==> src/rtl/conv2d_pkg.sv <==
// Shared types and constants for the conv2d layer scheduler: FSM state encoding,
// default counter widths and the PE command indices.
package conv2d_pkg;

    localparam int CH_W_DEFAULT  = 8;
    localparam int ROW_W_DEFAULT = 8;

    localparam int NUM_CMDS  = 4;
    localparam int CMD_IDX_W = 2;

    localparam logic [CMD_IDX_W-1:0] CMD_LOAD_K      = 2'd0;
    localparam logic [CMD_IDX_W-1:0] CMD_STREAM_MID  = 2'd1;
    localparam logic [CMD_IDX_W-1:0] CMD_STREAM_LAST = 2'd2;
    localparam logic [CMD_IDX_W-1:0] CMD_LAST_CH     = 2'd3;

    typedef enum logic [3:0] {
        S_IDLE,
        S_SET_LAST,
        S_LOAD_K,
        S_WAIT_READY,
        S_WAIT_ROW,
        S_WAIT_MID,
        S_WAIT_LAST,
        S_NEXT_CH,
        S_DONE
    } state_t;

endpackage

==> src/rtl/conv2d_cmd_issuer.sv <==
// Turns a pending command request into a registered one-cycle PE command,
// issued only when the PE with its buffers reports idle.
module conv2d_cmd_issuer
    import conv2d_pkg::*;
(
    input  logic                 clk,
    input  logic                 Reset,
    input  logic                 pe_idle,
    input  logic                 req_valid,
    input  logic [CMD_IDX_W-1:0] req_idx,
    output logic                 fire,
    output logic [NUM_CMDS-1:0]  cmd
);

    // The FSM advances on fire, so the pulse lands exactly one cycle later.
    assign fire = req_valid && pe_idle;

    // NOTE: sequential state uses non-blocking assignments so every register
    // samples pre-edge values regardless of statement order.
    always_ff @(posedge clk) begin
        if (Reset) begin
            cmd <= '0;
        end else begin
            cmd <= '0;
            if (fire) begin
                cmd[req_idx] <= 1'b1;
            end
        end
    end

endmodule

==> src/rtl/conv2d_layer_scheduler.sv <==
// Sequences one conv2d layer: per input channel a kernel load, then one stream
// command per row, with the last-channel flag raised before the final channel.
module conv2d_layer_scheduler
    import conv2d_pkg::*;
#(
    parameter int CH_W  = CH_W_DEFAULT,
    parameter int ROW_W = ROW_W_DEFAULT
) (
    input  logic             clk,
    input  logic             Reset,
    input  logic             start,
    input  logic [CH_W-1:0]  cfg_num_in_channels,
    input  logic [ROW_W-1:0] cfg_num_rows,
    input  logic             row_buf_valid,
    input  logic             PE_with_buffers_IDLE,
    input  logic             PE_ready,
    input  logic             Done_1row,
    output logic             Load_kernel_reg,
    output logic             Stream_mid_row,
    output logic             Stream_last_row,
    output logic             last_channel,
    output logic [CH_W-1:0]  b_counter_output,
    output logic [ROW_W-1:0] row_counter_out,
    output logic             row_consume,
    output logic             busy,
    output logic             done,
    output logic             cfg_err
);

    state_t               state, state_n;
    logic [CH_W-1:0]      num_ch_q;
    logic [ROW_W-1:0]     num_rows_q;
    logic [CH_W-1:0]      last_ch_idx;
    logic [CH_W-1:0]      next_ch_idx;
    logic [ROW_W-1:0]     last_row_idx;
    logic                 cfg_zero;
    logic                 cmd_req;
    logic                 cmd_fire;
    logic [CMD_IDX_W-1:0] cmd_idx;
    logic [NUM_CMDS-1:0]  cmd;

    assign cfg_zero     = (cfg_num_in_channels == '0) || (cfg_num_rows == '0);
    assign last_ch_idx  = num_ch_q - CH_W'(1);
    assign next_ch_idx  = b_counter_output + CH_W'(1);
    assign last_row_idx = num_rows_q - ROW_W'(1);

    conv2d_cmd_issuer u_cmd_issuer (
        .clk       (clk),
        .Reset     (Reset),
        .pe_idle   (PE_with_buffers_IDLE),
        .req_valid (cmd_req),
        .req_idx   (cmd_idx),
        .fire      (cmd_fire),
        .cmd       (cmd)
    );

    assign Load_kernel_reg = cmd[CMD_LOAD_K];
    assign Stream_mid_row  = cmd[CMD_STREAM_MID];
    assign Stream_last_row = cmd[CMD_STREAM_LAST];
    assign last_channel    = cmd[CMD_LAST_CH];
    // The line buffer pops in the same cycle the PE is told to stream a row.
    assign row_consume     = Stream_mid_row || Stream_last_row;

    always_ff @(posedge clk) begin
        if (Reset) begin
            state <= S_IDLE;
        end else begin
            state <= state_n;
        end
    end

    // NOTE: every combinational output gets a default first so no path
    // through the case statement can infer a latch.
    always_comb begin
        state_n = state;
        cmd_req = 1'b0;
        cmd_idx = CMD_LOAD_K;
        unique case (state)
            S_IDLE: begin
                if (start && !cfg_zero) begin
                    state_n = (cfg_num_in_channels == CH_W'(1)) ? S_SET_LAST : S_LOAD_K;
                end
            end
            S_SET_LAST: begin
                cmd_req = 1'b1;
                cmd_idx = CMD_LAST_CH;
                if (cmd_fire) state_n = S_LOAD_K;
            end
            S_LOAD_K: begin
                cmd_req = 1'b1;
                cmd_idx = CMD_LOAD_K;
                if (cmd_fire) state_n = S_WAIT_READY;
            end
            S_WAIT_READY: begin
                if (PE_ready) state_n = S_WAIT_ROW;
            end
            S_WAIT_ROW: begin
                cmd_req = row_buf_valid;
                if (row_counter_out < last_row_idx) begin
                    cmd_idx = CMD_STREAM_MID;
                    if (cmd_fire) state_n = S_WAIT_MID;
                end else begin
                    cmd_idx = CMD_STREAM_LAST;
                    if (cmd_fire) state_n = S_WAIT_LAST;
                end
            end
            S_WAIT_MID: begin
                if (Done_1row) state_n = S_WAIT_ROW;
            end
            S_WAIT_LAST: begin
                if (Done_1row) state_n = S_NEXT_CH;
            end
            S_NEXT_CH: begin
                if (b_counter_output == last_ch_idx) begin
                    state_n = S_DONE;
                end else begin
                    state_n = (next_ch_idx == last_ch_idx) ? S_SET_LAST : S_LOAD_K;
                end
            end
            S_DONE: begin
                state_n = S_IDLE;
            end
            default: begin
                state_n = S_IDLE;
            end
        endcase
    end

    always_ff @(posedge clk) begin
        if (Reset) begin
            num_ch_q         <= '0;
            num_rows_q       <= '0;
            b_counter_output <= '0;
            row_counter_out  <= '0;
            busy             <= 1'b0;
            done             <= 1'b0;
            cfg_err          <= 1'b0;
        end else begin
            done    <= 1'b0;
            cfg_err <= 1'b0;
            unique case (state)
                S_IDLE: begin
                    if (start) begin
                        if (cfg_zero) begin
                            cfg_err <= 1'b1;
                        end else begin
                            num_ch_q         <= cfg_num_in_channels;
                            num_rows_q       <= cfg_num_rows;
                            b_counter_output <= '0;
                            row_counter_out  <= '0;
                            busy             <= 1'b1;
                        end
                    end
                end
                S_WAIT_MID: begin
                    if (Done_1row) row_counter_out <= row_counter_out + ROW_W'(1);
                end
                S_NEXT_CH: begin
                    if (b_counter_output != last_ch_idx) begin
                        b_counter_output <= next_ch_idx;
                        row_counter_out  <= '0;
                    end
                end
                S_DONE: begin
                    done <= 1'b1;
                    busy <= 1'b0;
                end
                default: begin
                end
            endcase
        end
    end

endmodule

==> config.mk <==
export PLATFORM = sky130hd
export DESIGN_NAME = conv2d_layer_scheduler
export DESIGN_NICKNAME = d
export VERILOG_FILES = /design/src/rtl/conv2d_pkg.sv /design/src/rtl/conv2d_cmd_issuer.sv /design/src/rtl/conv2d_layer_scheduler.sv
export SDC_FILE = /design/constraint.sdc
export NUM_CORES = 1
export LEC_CHECK = 0
export ABC_AREA = 1
export CAP_MARGIN = 20
export CORE_UTILIZATION = 58
export DETAILED_ROUTE_END_ITERATION = 7
export PLACE_DENSITY = 0.85
export SLEW_MARGIN = 10
export SYNTH_ARGS = -nofsm -noshare
export SYNTH_HDL_FRONTEND = slang
export SYNTH_SLANG_ARGS = --single-unit
==> constraint.sdc <==
create_clock -name clk -period 2.8 [get_ports clk]
set_input_delay 0.7 -clock clk [delete_from_list [all_inputs] [get_ports clk]]
set_output_delay 0.7 -clock clk [all_outputs]
set_load 0.03 [all_outputs]
---- Yosys cells after proc, flatten, opt, wreduce, memory -nomap -nowiden ----
Index checks and enable logic that the tools add are counted.
storage, ports and cells
  flip-flop bits (word level) ............. 43
  input bits .............................. 23
  output and inout bits ................... 24
  logic and storage cells ................. 92
cells by class
  add/subtract/negate cells ............... 4
  magnitude comparators ................... 3
  equal/unequal tests ..................... 22
  muxes and demuxes ....................... 30
  bitwise gates (word level) .............. 4
  reductions and logical operators ........ 20
operator list
  kind                 count
  $mux 4               10
  $mux 8               5
  $pmux 4 s8           1
  $pmux 8 s3           1
  $ne 2x2->1 const B   10
  $add 8x1->8 const B  2
  $eq 4x3->1 const B   4
  $eq 8x8->1           2
  $logic_not 8->1      2
  $pmux 8 s2           1
  $sub 8x1->8 const B  2
  $eq 4x2->1 const B   2
  $eq 8x1->1 const B   1
  $lt 8x8->1           1
  $ne 8x8->1           1
  $reduce_and 7->1     1
  $mux 2               3
  $reduce_and 3->1     2
  $mux 1               5
  $reduce_and 5->1     1
  $eq 4x1->1 const B   1
  $eq 4x4->1 const B   1
  $logic_not 4->1      1
  $not 1->1            4
  13 further kinds     19

---- Logic depth before layout (Yosys ltp) ----
Gate-level depths: netlist of run 1.
  depth in word-level cells ............... 8
  gate-level depth with buffers ........... 16
  depth with buffers taken out ............ 15

---- By module ----
From an unflattened synthesis of run 1, not the netlist that was laid out.
unflattened totals
  cell total of the unflattened synthesis .. 464
  area total of the unflattened synthesis .. 3022.9 um^2
by module, submodules not included
  module                  instances  cells an instance  area an instance (um^2)  seq. area each (um^2)
  conv2d_layer_scheduler  1          446                2884.0                   780.7
  conv2d_cmd_issuer       1          18                 138.9                    80.1

---- Worst setup path before layout of run 1 ----
OpenSTA, ideal clock, no wires.
  path type ............................... reg2reg
  start point ............................. register num_rows_q[0]
  end point ............................... register state[0]
  setup time .............................. 134 ps
  arrival time ............................ 1766 ps
  data required time ...................... 2666 ps
  setup slack ............................. 900 ps
  stages on the path, launching flop included .. 15
  path buffers ............................ 0
  clock period less this slack ............ 1900 ps
  cells stage by stage .................... dfxtp_1 -> inv_1 -> ha_1 -> nand3_1 -> nor3_1 -> xor2_1 -> ha_1 -> nand2_1 -> o21a_1 -> nand3_1 -> nand2_1 -> inv_1 -> o21ai_0 -> nand2_1 -> a21oi_1
between the ends
  cells in the longest elaborated chain, start to end .. 4
ends and longest elaborated chain
  item                    line                           text
  from (decl)             conv2d_layer_scheduler.sv:32   logic [ROW_W-1:0] num_rows_q;
  from (signal assigned)  conv2d_layer_scheduler.sv:148  num_rows_q <= cfg_num_rows;
  $sub 8x1->8             conv2d_layer_scheduler.sv:45   assign last_row_idx = num_rows_q - ROW_W'(1);
  $lt 8x8->1              conv2d_layer_scheduler.sv:99   if (row_counter_out < last_row_idx) begin
  $mux 4                  conv2d_layer_scheduler.sv:99
  $pmux 4 s8              conv2d_layer_scheduler.sv:78   unique case (state)
  to (signal assigned)    conv2d_layer_scheduler.sv:68   state <= state_n;
  to (decl)               conv2d_layer_scheduler.sv:30   state_t state, state_n;
No other way between the ends.
A chain may end at the register's enable or synchronous reset.

---- Worst setup path after layout of run 1 ----
  start point ............................. input port cfg_num_in_channels[6]
  end point ............................... register row_counter_out[1]
between the ends
  cells in the longest elaborated chain, start to end .. 4
ends and longest elaborated chain
  item                               line                           text
  from (decl)                        conv2d_layer_scheduler.sv:12   input logic [CH_W-1:0] cfg_num_in_channels,
  $logic_not 8->1                    conv2d_layer_scheduler.sv:42   assign cfg_zero = (cfg_num_in_channels == '0) || (cfg_num_rows == '0);
  $logic_or 1x1->1                   conv2d_layer_scheduler.sv:42
  $ne 2x2->1 (no source line)        n/a
  $reduce_and 5->1 (no source line)  n/a
  to (signal assigned)               conv2d_layer_scheduler.sv:156  if (Done_1row) row_counter_out <= row_counter_out + ROW_W'(1);
  to (decl)                          conv2d_layer_scheduler.sv:23   output logic [ROW_W-1:0] row_counter_out,
No other way between the ends.

==> results.md, run 1 <==
- Critical Path Source Type: primary input
- Number of flip-flops and latches in the synthesized netlist: 43
- Remaining routing DRC violations: 0
- Multiplexer share of the synthesized area: 0%
- Starting utilization of the core area: 61.3%
- Crit end category: register
- Final worst-path cycle share: 81.2%
- Post-synthesis average cell area: 6.78 µm²
- I/O pin cnt: 47
- Max-cap check violation count: 0
- Number of failing hold endpoints at the final stage: 0
- Post-synthesis adder-cell area fraction: 4.69%
- Share of cells above drive strength 1: 14.0%
- Remaining antenna violation count: 0
- Drt first-iter violations: 210
- Synth Flop Type: dfxtp_1
- Postcts setup bufs: 0
- Hold buffer count at CTS: 0
- Share of synthesized flip-flops with an asynchronous set or reset: 0%
- TritonCTS clock tree: built
- Critical path peak fanout: 9
- Crit path arrival time: 2.46 ns
- Min Tclk post-route: 2.27 ns
- Unique cell type count in the Yosys netlist: 38
- Total placed instance area: 3470 µm²
- First-pass GRT wire length: 11.9 mm
- Slowest CP cell: clkdlybuf4s50_1
- Path type of the worst setup path: primary input to register
- Status: complete, no violations
- Area of the core: 4790 µm²
- Type of the tightest min-delay check: register to register
- Maximum vdd drop: 569 µV
- Synth-to-Final Area Change: 21.9%
- Clk_lat worst skew: 0.29 ns
- WL per Instance: 12.6 µm
- Finish-stage setup viols: 0
- Maximum number of pins on one net before global-route repair: 33
- Total power divided by cell area: 735 nW/µm²
- Terminating pin of the worst hold path: busy
- Main combinational cell family by area after synthesis: simple AND/OR/NAND/NOR gates
- Number of sinks on the clock net: 43
- Die H: 73.1 µm
- Least-Margin Pin Slew: 0.422 ns
- Unrepaired setup endpoints after global routing: false
- Post-detail-place hpwl: 5.40 mm
- Die outline area: 5350 µm²
- GRT overflow: 0
- Most common library cell in the layout ignoring fill and taps: nand2_1
- Critical Path Max Stage Delay: 0.47 ns
- Final worst clock skew: 0.00674 ns
- GR Util All Layers: 28.5%
- Reg2reg end: state[0]
- Number of H-tree levels: 2
- Cell mode on critical path: nand2_1
- Initial antenna violation count: 0
- Num CTS Buffers: 5
- Final-layout setup total negative slack: 0 ns
- Maximum operating frequency: 440 MHz
- Width of the die: 73.1 µm
- Last weighted congestion value of the routability-driven placer: 0.928
- Reg2Reg Launch Point: num_rows_q[0]
- Vias in the first global route: 2741
- Net count of the mapped netlist: 467
- Critical Path, Cell by Cell: clkdlybuf4s50_1, nor2_1, nand2_1, nor3_1, nand2_1, nand2_1, o21ai_2, o21ai_1, nor2_4, nand2_4, o21ai_1, nor2_1
- Clock tree root driver cell: clkbuf_8
- Required time of the critical path: 2.98 ns
- Commonest cells after routing, fill and taps aside: nand2_1, clkdlybuf4s50_1, inv_1
- Mean number of vias per cell: 5.31
- Number of detailed-routing iterations run before antenna repair: 5
- Detailed-route via count: 2907
- Worst-path clk slew: 0.08 ns
- Leakage: 1.48 nW
- Complex-gate fraction of the synthesized area: 13.7%
- Cells after Synth: 433
- Area share of and/or/nand/nor cells after synthesis: 40.3%
- Antenna cell count: 0
- Share of synthesized area occupied by flip-flops and latches: 29.3%
- Cell depth of the worst min-delay path: 2
- Max_slew headroom: 71.8%
- Count of flip-flops with a built-in enable after synthesis: 0
- Pins over their slew limit: 0
- Nets@finish: 514
- Number of port buffers: 46
- Cell area after technology mapping: 2930 µm²
- Register-to-register setup slack: 0.55 ns
- Synthesis Warnings: 0
- Depth of the worst register-to-register path: 14
- Launch instance of the worst min-delay path: busy
- Site row count: 25
- Maximum clock insertion buffer count: 2
- Post-Synth XOR/XNOR Area: 4.18%
- Number of gates given a new drive strength after cts: 0
- Final routed wirelength across all metal layers: 6.90 mm
- Post-layout instance area: 3580 µm²
==> flip-flops by register name, indices dropped and copies added (netlist names) <==
register / cells
busy: 1
u_cmd_issuer.cmd: 4
row_counter_out: 8
num_ch_q: 8
cfg_err: 1
num_rows_q: 8
b_counter_output: 8
done: 1
state: 4
==> area by class of cell <==
type | instances | area, µm²
multi-input cells | 331 | 1850
flip-flops and latches | 43 | 861
fillers | 399 | 1210
clock inverters | 1 | 30.0
inverters | 50 | 188
well taps | 67 | 83.8
clock buffers | 6 | 72.6
repair buffers | 49 | 495
==> per-stage QoR <==
stage,total power [mW],instances,hold WS [ns],util [%],worst slack [ns]
4_1_cts,2.63,547,0.476,74.7,0.527
6_report,2.63,547,0.471,74.7,0.526
5_1_grt,2.85,547,0.503,74.7,0.278
2_1_floorplan,1.85,433,0.436,-,0.900
3_5_place_dp,2.16,540,0.465,72.6,0.223
3_3_place_gp,2.12,540,0.450,72.6,0.344
==> synth_stat cells (2+ instances only) <==
cell type  instances  area share (%)
inv_2              6            0.77
clkbuf_1           4            0.51
ha_1              11             4.7
nand3_2            5             1.7
nor2_1            43             5.5
nand3_1           34             5.8
a21oi_1           31             5.3
nor2_4             7             2.7
nor4_1             2            0.43
a21oi_2            8             2.4
xor2_1            10             3.0
nand3_4            2             1.2
nor2_2             6             1.3
nor3b_1            2            0.51
o21ai_2            3            0.90
nand2_4            2            0.77
o21ai_0           20             3.4
xnor2_1            4             1.2
nand4_1            9             1.9
nor3_1             5            0.85
o21ai_1            3            0.51
inv_1             44             5.6
buf_2              4            0.68
dfxtp_1           43              29
nand2_2           15             3.2
nand2_1           98              13
==> power by group <==
group	leakage [nW]	switching [mW]	internal (mW)
clock network	0.0513	0.203	0.262
registers	0.351	0.0975	0.701
logic	1.08	0.873	0.493
total	1.48	1.17	1.46
==> per-layer routing <==
layer  vias to the layer above  routed length [µm]  GRT usage, %
li1                       1504                   -             -
met1                      1318                3100          34.9
met2                        76                3420          51.2
met3                         9                 293          4.28
met4                         0                  87          8.06
met5                         -                   0             0
==> kinds of logic after synthesis <==
family	Yosys count
adders and majority gates	11
buffers and inverters	59
xor gates and xnor gates	14
DFF	43
AOI/OAI and AO/OA	70
and+or+nand+nor	236
==> critical path: cells and delay by family <==
kind	cells	cell delay, ns
buffers and inverters	1	0.47
AO/OA/AOI/OAI	3	0.54
AND/OR/NAND/NOR	8	0.74
==> worst max path at each step <==
stage	slack (ns)	endpoint	from
after floorplan	0.90	state[0]	num_rows_q[0]
after global placement	0.34	row_counter_out[1]	cfg_num_in_channels[6]
after detailed placement	0.22	row_counter_out[1]	cfg_num_in_channels[6]
after CTS	0.53	row_counter_out[1]	cfg_num_in_channels[6]
after global routing	0.28	state[0]	num_rows_q[0]
final	0.53	row_counter_out[1]	cfg_num_in_channels[6]
Power figures use the tool's default switching activity.
==> inputs of run 2 (changes only) <==
--- a/config.mk
+++ b/config.mk
@@ -7,9 +7,9 @@
 export LEC_CHECK = 0
 export ABC_AREA = 1
 export CAP_MARGIN = 20
-export CORE_UTILIZATION = 58
+export CORE_UTILIZATION = 54
 export DETAILED_ROUTE_END_ITERATION = 7
-export PLACE_DENSITY = 0.85
+export PLACE_DENSITY = 0.8
 export SLEW_MARGIN = 10
 export SYNTH_ARGS = -nofsm -noshare
 export SYNTH_HDL_FRONTEND = slang
==> constraint.sdc (replaced) <==
create_clock -name clk -period 2.4 [get_ports clk]
set_input_delay 0.6 -clock clk [delete_from_list [all_inputs] [get_ports clk]]
set_output_delay 0.6 -clock clk [all_outputs]
set_load 0.03 [all_outputs]
==> results.md, run 2 (same netlist as run 1, synthesis figures left out) <==
- Status: complete, no violations (unchanged)
- Number of failing hold endpoints at the final stage: 0 (unchanged)
- Remaining antenna violation count: 0 (unchanged)
- Clock tree root driver cell: clkbuf_8 (unchanged)
- Number of port buffers: 46 (unchanged)
- Min Tclk post-route: 2.18 ns
- Buffering stage count on the worst path with inverters included: 1 (unchanged)
- Critical Path Source Type: register (was primary input)
- Max_slew headroom: 71.2% (was 71.8%)
- Worst-path clk slew: 0.07 ns (was 0.08 ns)
- Crit path arrival time: 2.41 ns (was 2.46 ns)
- Max-cap check violation count: 0 (unchanged)
- Total area of sequential cells: 861 µm² (unchanged)
- Detailed-route via count: 2884 (was 2907)
- Final routed wirelength across all metal layers: 6.82 mm (was 6.90 mm)
- GR Util All Layers: 26.0% (was 28.5%)
- Maximum clock insertion buffer count: 2 (unchanged)
- Hold buffer count at CTS: 0 (unchanged)
- Path type of the worst setup path: register to register (was primary input to register)
- Initial antenna violation count: 0 (unchanged)
- Last weighted congestion value of the routability-driven placer: 0.933 (was 0.928)
- Most common library cell in the layout ignoring fill and taps: nand2_1 (unchanged)
- Critical path peak fanout: 3 (was 9)
- Nets@finish: 515 (was 514)
- Post-detail-place hpwl: 5.30 mm (was 5.40 mm)
- Post-layout instance area: 3600 µm² (was 3580 µm²)
- First-pass GRT wire length: 11.3 mm (was 11.9 mm)
- Critical Path, Cell by Cell: nor2_1, nand4_1, nor3_2, xor2_1, ha_1, a21oi_1, o21a_1, nand3_1, nand2_1, inv_1, o21ai_0, nand2_1, a21oi_1 (was clkdlybuf4s50_1, nor2_1, nand2_1, nor3_1, nand2_1, nand2_1, o21ai_2, o21ai_1, nor2_4, nand2_4, o21ai_1, nor2_1)
- TritonCTS clock tree: built (unchanged)
- Vias in the first global route: 2562 (was 2741)
- Width of the die: 75.7 µm (was 73.1 µm)
- CP top delay family: simple AND/OR/NAND/NOR gates (unchanged)
- Leakage: 1.49 nW (was 1.48 nW)
- Die outline area: 5730 µm² (was 5350 µm²)
- Final worst-path setup slack: 0.218 ns (was 0.526 ns)
- Antenna cell count: 0 (unchanged)
- Critical Path Max Stage Delay: 0.33 ns (was 0.47 ns)
- Num CTS Buffers: 5 (unchanged)
- Total power divided by cell area: 841 nW/µm² (was 735 nW/µm²)
- Number of detailed-routing iterations run before antenna repair: 4 (was 5)
- Slowest CP cell: dfxtp_1 (was clkdlybuf4s50_1)
- Required time of the critical path: 2.63 ns (was 2.98 ns)
- Starting utilization of the core area: 56.7% (was 61.3%)
- I/O pin cnt: 47 (unchanged)
- Total placed instance area: 3490 µm² (was 3470 µm²)
- Final worst-path cycle share: 90.9%
- WL per Instance: 12.3 µm (was 12.6 µm)
- Maximum vdd drop: 514 µV (was 569 µV)
- Pins over their slew limit: 0 (unchanged)
- Crit end category: register (unchanged)
- Drt first-iter violations: 163 (was 210)
- Pre-CTS WS: 0.0233 ns (was 0.223 ns)
- Area of the multi-input gates: 1860 µm² (was 1850 µm²)
- Clk_lat worst skew: 0.29 ns (about the same)
- Share of cells above drive strength 1: 14.9% (was 14.0%)
- Synth-to-Final Area Change: 22.6% (was 21.9%)
- Maximum number of pins on one net before global-route repair: 33 (unchanged)
- Commonest cells after routing, fill and taps aside: nand2_1, clkdlybuf4s50_1, inv_1, nor2_1, dfxtp_1 (was nand2_1, clkdlybuf4s50_1, inv_1)
- Finish-stage setup viols: 0 (unchanged)
- Number of sinks on the clock net: 43 (unchanged)
- Total power after layout: 3.02 mW (was 2.63 mW)
- GRT overflow: 0 (unchanged)
- Fillers: 451 (was 399)
- Mean number of vias per cell: 5.22 (was 5.31)
- Site row count: 26 (was 25)
- Area of the core: 5170 µm² (was 4790 µm²)
- Final worst clock skew: 0.00507 ns (was 0.00674 ns)
- Maximum operating frequency: 458 MHz
- Number of H-tree levels: 2 (unchanged)
- Die H: 75.7 µm (was 73.1 µm)
- Remaining routing DRC violations: 0 (unchanged)
- Final-layout setup total negative slack: 0 ns (unchanged)
- Type of the tightest min-delay check: register to register (unchanged)
- Final hold slack: 0.463 ns (was 0.471 ns)
- Least-Margin Pin Slew: 0.431 ns (was 0.422 ns)
run 2: cell count changes in the layout (fill, tap and decap cells not counted), sizes merged:
cell    before  now
clkbuf       6    8
buf          3    4
bufinv       1    0
run 2: through the flow:
step	std cells	util, %
3_5_place_dp	544	67.4
6_report	552	69.5
2_1_floorplan	433	-
5_1_grt	552	69.5
3_3_place_gp	544	67.4
4_1_cts	552	69.3
run 2: layout make-up:
class                      instances  share of cell area [%]
multi-input combinational        331                    51.6
sequential                        43                    23.9
timing repair buffer              50                    14.0
inverter                          50                    5.22
clock buffer                       8                    2.78
tap                               70                    2.44
run 2: timing repair:
action,4_1_cts,5_1_grt
gates resized for setup,0,3
setup endpoints to repair,0,1
setup buffers,0,0
run 2: worst register-to-register path, cell delays in order, from the launching register on:
cell	delay, ns
dfxtp_1	0.33
nor2_1	0.12
nand4_1	0.18
nor3_2	0.19
xor2_1	0.18
ha_1	0.26
a21oi_1	0.16
o21a_1	0.18
nand3_1	0.13
nand2_1	0.10
inv_1	0.04
o21ai_0	0.06
nand2_1	0.07
a21oi_1	0.11
run 2: where the power goes:
part,switching (mW),internal (mW),total (mW)
Clock,0.234,0.263,0.496
Combinational,1.01,0.585,1.59
Sequential,0.118,0.818,0.936
Total,1.36,1.67,3.02
run 2: worst paths after layout:
check | cells after the start | from | to | slack [ns]
max | 13 | num_rows_q[2] | state[0] | 0.22
min | 2 | num_ch_q[7] | num_ch_q[7] | 0.46
max reg2reg | 13 | num_rows_q[2] | state[0] | 0.22
min reg2reg | 2 | num_ch_q[7] | num_ch_q[7] | 0.46
run 2: per-layer routing:
| layer | GRT usage [%] | share of wire (%) |
|---|---|---|
| met3 | 4.63 | 3.4 |
| met5 | 0 | 0 |
| met1 | 31.9 | 44 |
| met4 | 7.00 | 1.2 |
| met2 | 46.6 | 51 |
